$ cat src/rtl/video_overlay_ctrl.sv
// Key debounce, frame-aligned toggle pulses, double-buffered boxes
// and pixel coordinate counters for the LCD overlay stage.
module video_overlay_ctrl #(
  parameter logic [19:0] DEBOUNCE_CNT = 20'd500000
) (
  input  logic        video_clk,
  input  logic        rst_n,
  input  logic        key_win_n,
  input  logic        key_color_n,
  input  logic        vsync,
  input  logic        de,
  input  logic [47:0] box_in,
  input  logic        box_wr,
  input  logic [1:0]  box_id,
  output logic        windows,
  output logic        color,
  output logic [47:0] loc_out1,
  output logic [47:0] loc_out2,
  output logic [47:0] loc_out3,
  output logic [11:0] active_x,
  output logic [11:0] active_y
);

  localparam logic [47:0] PARK = 48'hFFFF_FFFF_FFFF;

  logic [1:0]  sync1_q, sync2_q;
  logic [1:0]  stable_q, stable_d;
  logic [19:0] cnt_q [2];
  logic [19:0] cnt_d [2];
  logic [1:0]  press;
  logic [1:0]  pend_q, pend_d;
  logic [1:0]  pulse_q, pulse_d;
  logic        vsync_d_q;
  logic        de_d_q;
  logic        fs;
  logic        box_ok;
  logic [47:0] shadow_q [3];
  logic [47:0] shadow_d [3];
  logic [47:0] loc_q [3];
  logic [47:0] loc_d [3];
  logic [11:0] x_q, x_d;
  logic [11:0] y_q, y_d;

  assign fs = vsync & ~vsync_d_q;
  assign box_ok = (box_in[47:36] <= box_in[35:24])
                & (box_in[23:12] <= box_in[11:0]);

  // Index 0 is the window key, index 1 the colour key.
  always_comb begin
    for (int k = 0; k < 2; k++) begin
      cnt_d[k]    = cnt_q[k];
      stable_d[k] = stable_q[k];
      press[k]    = 1'b0;
      if (sync2_q[k] == stable_q[k]) begin
        cnt_d[k] = '0;
      end else if (cnt_q[k] == DEBOUNCE_CNT - 20'd1) begin
        stable_d[k] = sync2_q[k];
        cnt_d[k]    = '0;
        press[k]    = stable_q[k];
      end else begin
        cnt_d[k] = cnt_q[k] + 20'd1;
      end
    end
  end

  // A press landing on the fs edge survives into the next frame.
  always_comb begin
    pend_d  = fs ? press : (pend_q | press);
    pulse_d = fs ? pend_q : 2'b00;
  end

  always_comb begin
    for (int i = 0; i < 3; i++) begin
      shadow_d[i] = shadow_q[i];
      loc_d[i]    = fs ? shadow_q[i] : loc_q[i];
      if (box_wr && box_id == 2'(i)) begin
        shadow_d[i] = box_ok ? box_in : PARK;
      end
    end
  end

  always_comb begin
    x_d = 12'd0;
    y_d = y_q;
    if (de) begin
      x_d = (x_q == 12'hFFF) ? x_q : x_q + 12'd1;
    end
    if (fs) begin
      y_d = 12'd0;
    end else if (de_d_q && !de && y_q != 12'hFFF) begin
      y_d = y_q + 12'd1;
    end
  end

  always_ff @(posedge video_clk or negedge rst_n) begin
    if (!rst_n) begin
      sync1_q   <= 2'b11;
      sync2_q   <= 2'b11;
      stable_q  <= 2'b11;
      cnt_q[0]  <= '0;
      cnt_q[1]  <= '0;
      pend_q    <= 2'b00;
      pulse_q   <= 2'b00;
      vsync_d_q <= 1'b0;
      de_d_q    <= 1'b0;
      x_q       <= 12'd0;
      y_q       <= 12'd0;
      for (int i = 0; i < 3; i++) begin
        shadow_q[i] <= PARK;
        loc_q[i]    <= PARK;
      end
    end else begin
      sync1_q   <= {key_color_n, key_win_n};
      sync2_q   <= sync1_q;
      stable_q  <= stable_d;
      cnt_q     <= cnt_d;
      pend_q    <= pend_d;
      pulse_q   <= pulse_d;
      vsync_d_q <= vsync;
      de_d_q    <= de;
      x_q       <= x_d;
      y_q       <= y_d;
      shadow_q  <= shadow_d;
      loc_q     <= loc_d;
    end
  end

  assign windows  = pulse_q[0];
  assign color    = pulse_q[1];
  assign loc_out1 = loc_q[0];
  assign loc_out2 = loc_q[1];
  assign loc_out3 = loc_q[2];
  assign active_x = x_q;
  assign active_y = y_q;

endmodule
$ cat config.mk
export PLATFORM = sky130hd
export DESIGN_NAME = video_overlay_ctrl
export DESIGN_NICKNAME = d
export VERILOG_FILES = /design/src/rtl/video_overlay_ctrl.sv
export SDC_FILE = /design/constraint.sdc
export NUM_CORES = 1
export LEC_CHECK = 0
export CORE_MARGIN = 2
export CORE_UTILIZATION = 44
export DETAILED_ROUTE_END_ITERATION = 10
export GPL_ROUTABILITY_DRIVEN = 0
export PLACE_DENSITY = 0.67
export SLEW_MARGIN = 25
export SYNTH_ARGS = -nofsm -noshare
export SYNTH_HDL_FRONTEND = slang
export SYNTH_SLANG_ARGS = --single-unit
$ cat constraint.sdc
create_clock -name video_clk -period 3 [get_ports video_clk]
set_input_delay 0.9 -clock video_clk [delete_from_list [all_inputs] [get_ports video_clk]]
set_output_delay 0.9 -clock video_clk [all_outputs]
set_load 0.02 [all_outputs]
==> results.py <==
metrics = {
    "clocking": {
        "cts_tree": "yes",
        "cts_root_buf": "clkbuf_16",
        "cts_max_level": 2,
        "cts_made_buffers": 40,
        "cts.repair.resized": 0,
        "clock_sinks": 364,
        "clk_latency_ns": 0.55,
        "post-cts-setup-buffer-count": 0,
        "holdBufCountCts": 0,
        "path_clk_slew_ns": 0.06,
        "clock_tree.buffer_depth": 3,
    },
    "die": {
        "dieArea_um2": 38200,
        "die_width_um": 196,
        "initial_core_util": 0.444,
        "rows": 70,
        "core_um2": 36300,
        "die_y_um": 196,
        "num_io_pins": 227,
    },
    "worst_setup_path": {
        "worstPathArrival_ns": 3.16,
        "critical_path.cell_chain": "clkdlybuf4s50_1 -> inv_1 -> ha_1 -> a21oi_1 -> nor2b_1 -> o21ai_0 -> a31o_4 -> buf_4 -> a41oi_1",
        "critical-path-top-delay-family": "compound AO/OA/AOI/OAI gates",
        "crit_slowest_cell": "clkdlybuf4s50_1",
        "critPathRequiredTime_ns": 3.43,
        "end_kind": "flip-flop",
        "timing.rr.end": "cnt_q[13]$_DFF_PN0_",
        "crit_buf_inv": 3,
        "crit_type": "in -> reg",
        "crit_path_max_incr_delay_ns": 0.45,
        "worstRegToRegCells": 5,
        "reg2reg_slack_ns": 0.87,
        "reg2reg_from": "cnt_q[0]$_DFF_PN0_",
        "path_max_fanout": 15,
        "setup.worst_path.start_class": "input port",
    },
    "sta": {
        "worst_pin_slew_ns": 0.661,
        "period_needed_ns": 2.73,
        "final-max-slew-violation-count": 0,
        "rsz0062_at_grt": "no",
        "relSlewSlack": 0.559,
        "setup_ws_ns": 0.272,
        "finClkSkew_ns": 0.0177,
        "fin_crit_sh": 0.909,
        "timing.final.hold_violations": 0,
        "max_freq_mhz": 367,
        "fin_tns_setup_ns": 0,
        "finalSetupViolations": 0,
    },
    "cells_and_area": {
        "final_cell_mix": "nand2_1, dfstp_2, nor2_1",
        "area_growth_pct": 28.6,
        "drive_above_1_share": 0.273,
        "nets": 1952,
        "n_fill_cell": 3129,
        "final_common_cell": "nand2_1",
        "fin_util": 0.571,
        "stdcell_area_um2": 20800,
    },
    "routing": {
        "firstDrtPassIters": 5,
        "drt_iter0_drc": 1123,
        "wirelength_um": 46600,
        "post-route-drc-count": 0,
        "avgRoutedWirePerCell_um": 19.7,
        "vias": 12800,
        "drtAntennaViolNets": 0,
        "via_per_inst": 5.40,
    },
    "synth": {
        "post_synth_num_cell_types": 49,
        "synthArstFlopShare": 1.00,
        "synth_nets": 1705,
        "synth_seq_cells": 364,
        "syn_area_um2": 16100,
        "seq_area_frac_synth": 0.587,
        "synth_edf_count": 0,
        "synth-main-ff-cell": "dfstp_2",
        "yosysWarnings": 0,
        "synthCells": 1620,
        "avgSynthCellArea_um2": 9.96,
    },
    "placement": {
        "post-place-ws_ns": -0.260,
        "placed_cell_area_um2": 19400,
        "dp_hpwl_um": 32300,
        "numPortBuffers": 226,
    },
    "global_route": {
        "grt_pass1_vias": 12700,
        "grt_pass1_wl_um": 72700,
        "grt_overflow_total": 0,
        "antenna_found_initial": 3,
        "grt_max_degree": 101,
        "track_usage": 0.244,
    },
    "power_and_ir_drop": {
        "power_leakage_uw": 0.00893,
        "pwr-share-seq": 0.454,
        "p_clk_frac": 0.341,
        "power_frac_comb": 0.205,
        "p_per_area_nw_per_um2": 700,
        "power.internal_uw": 10300,
        "p_sw_frac": 0.288,
        "p_sw_uw": 4190,
        "peakVddDrop_mv": 0.388,
    },
    "min_path": {
        "hold_path.class": "in -> async",
    },
    "run_status": {
        "status": "completed",
    },
    "job": {
        "maxCapViolCount": 0,
    },
}
[cells by family (layout without fill, tap and decap cells)]
group                      count (synthesis)  in the layout  share of synthesized area
and+or+nand+nor                          845            845                      0.213
DFF                                      364            364                      0.587
AOI/OAI and AO/OA                        182            182                      0.106
buffers and inverters                    145            424                     0.0419
xor gates and xnor gates                  53             53                     0.0288
adders and majority gates                 28             28                     0.0217
muxes                                      3              3                    0.00202
other                                      0              1                          0
[worst max-delay path by stage]
stage,from,to,cells after the start
final,box_in[33],shadow_q[10]$_DFFE_PN1P_,9
after global routing,box_in[33],shadow_q[11]$_DFFE_PN1P_,9
after CTS,box_in[33],shadow_q[10]$_DFFE_PN1P_,9
after detailed placement,box_in[33],shadow_q[10]$_DFFE_PN1P_,9
after global placement,box_in[33],shadow_q[26]$_DFFE_PN1P_,9
after floorplan,box_in[31],shadow_q[0]$_DFFE_PN1P_,10
[per-layer routing]
layer | vias to the layer above | track usage | routed length, um
li1 | 5881 | - | -
met1 | 6333 | 0.345 | 20600
met2 | 469 | 0.368 | 20700
met3 | 95 | 0.0615 | 3690
met4 | 4 | 0.0828 | 1520
met5 | - | 0 | 29
[sequential cells by signal, indices dropped and copies added (netlist names)]
register,count
vsync_d_q,1
loc_out1,48
active_x,12
pulse_q,2
stable_q,2
loc_out2,48
loc_out3,48
de_d_q,1
sync2_q,2
shadow_q,144
pend_q,2
cnt_q,40
active_y,12
sync1_q,2
[Yosys cell counts, types with 2 or more instances]
cell      number  area share
a32o_1         2      0.0012
a31oi_2       60       0.047
and2_1         4      0.0016
clkbuf_1      65       0.015
buf_1          3     0.00070
and4_1         6      0.0033
ha_1          28       0.022
buf_4          8      0.0037
nand3_1       26      0.0081
nand2_1      454        0.11
dfrtp_1       70        0.11
nor3_1         8      0.0025
nor2b_1        3      0.0012
nor2_1       289       0.067
nor4_1         8      0.0031
inv_1         38      0.0088
nand3b_1       3      0.0014
o21ba_1        2      0.0012
nand2b_1       2     0.00078
nor4b_1        2      0.0011
o22ai_1        2     0.00078
a31oi_1       16      0.0062
a21oi_1       12      0.0037
and3b_1        2      0.0011
nand4_1       22      0.0085
mux2_2         2      0.0014
xor2_1        29       0.016
a41oi_1       70       0.038
xnor2_1       24       0.013
dfstp_2      294        0.48
or3_1          3      0.0012
o21ai_0        8      0.0025
a311oi_1       3      0.0016
buf_2         20      0.0062
a31o_1         2      0.0011
buf_6         10      0.0070
and3_1         5      0.0019
or2_1          3      0.0012
o21a_1         2     0.00093
[power groups by stage]
stage | logic, uW | registers (uW) | clock network [uW]
2_1_floorplan | 1110 | 6980 | 0
3_3_place_gp | 2920 | 6640 | 0
3_5_place_dp | 2970 | 6640 | 0
4_1_cts | 2990 | 6590 | 5080
5_1_grt | 3210 | 6680 | 5290
6_report | 2970 | 6600 | 4960
[final cells by class]
cell class | count | area [um^2] | share of cell area
Antenna cell | 1 | 2.50 | 0.000121
Clock buffer | 56 | 1140 | 0.0550
Clock inverter | 18 | 184 | 0.00886
Inverter | 38 | 143 | 0.00687
Multi-Input combinational cell | 1111 | 6030 | 0.290
Sequential cell | 364 | 9480 | 0.456
Tap cell | 468 | 586 | 0.0282
Timing Repair Buffer | 312 | 3200 | 0.154
[per-stage QoR]
step / power [uW] / hold WS [ns] / cells
after floorplan: 8080 / 0.345 / 1620
after global placement: 9570 / 0.351 / 2293
after detailed placement: 9620 / 0.351 / 2293
after CTS: 14700 / 0.321 / 2367
after global routing: 15200 / 0.338 / 2368
final: 14500 / 0.320 / 2368
No activity file was read; power rests on OpenSTA's default activity.
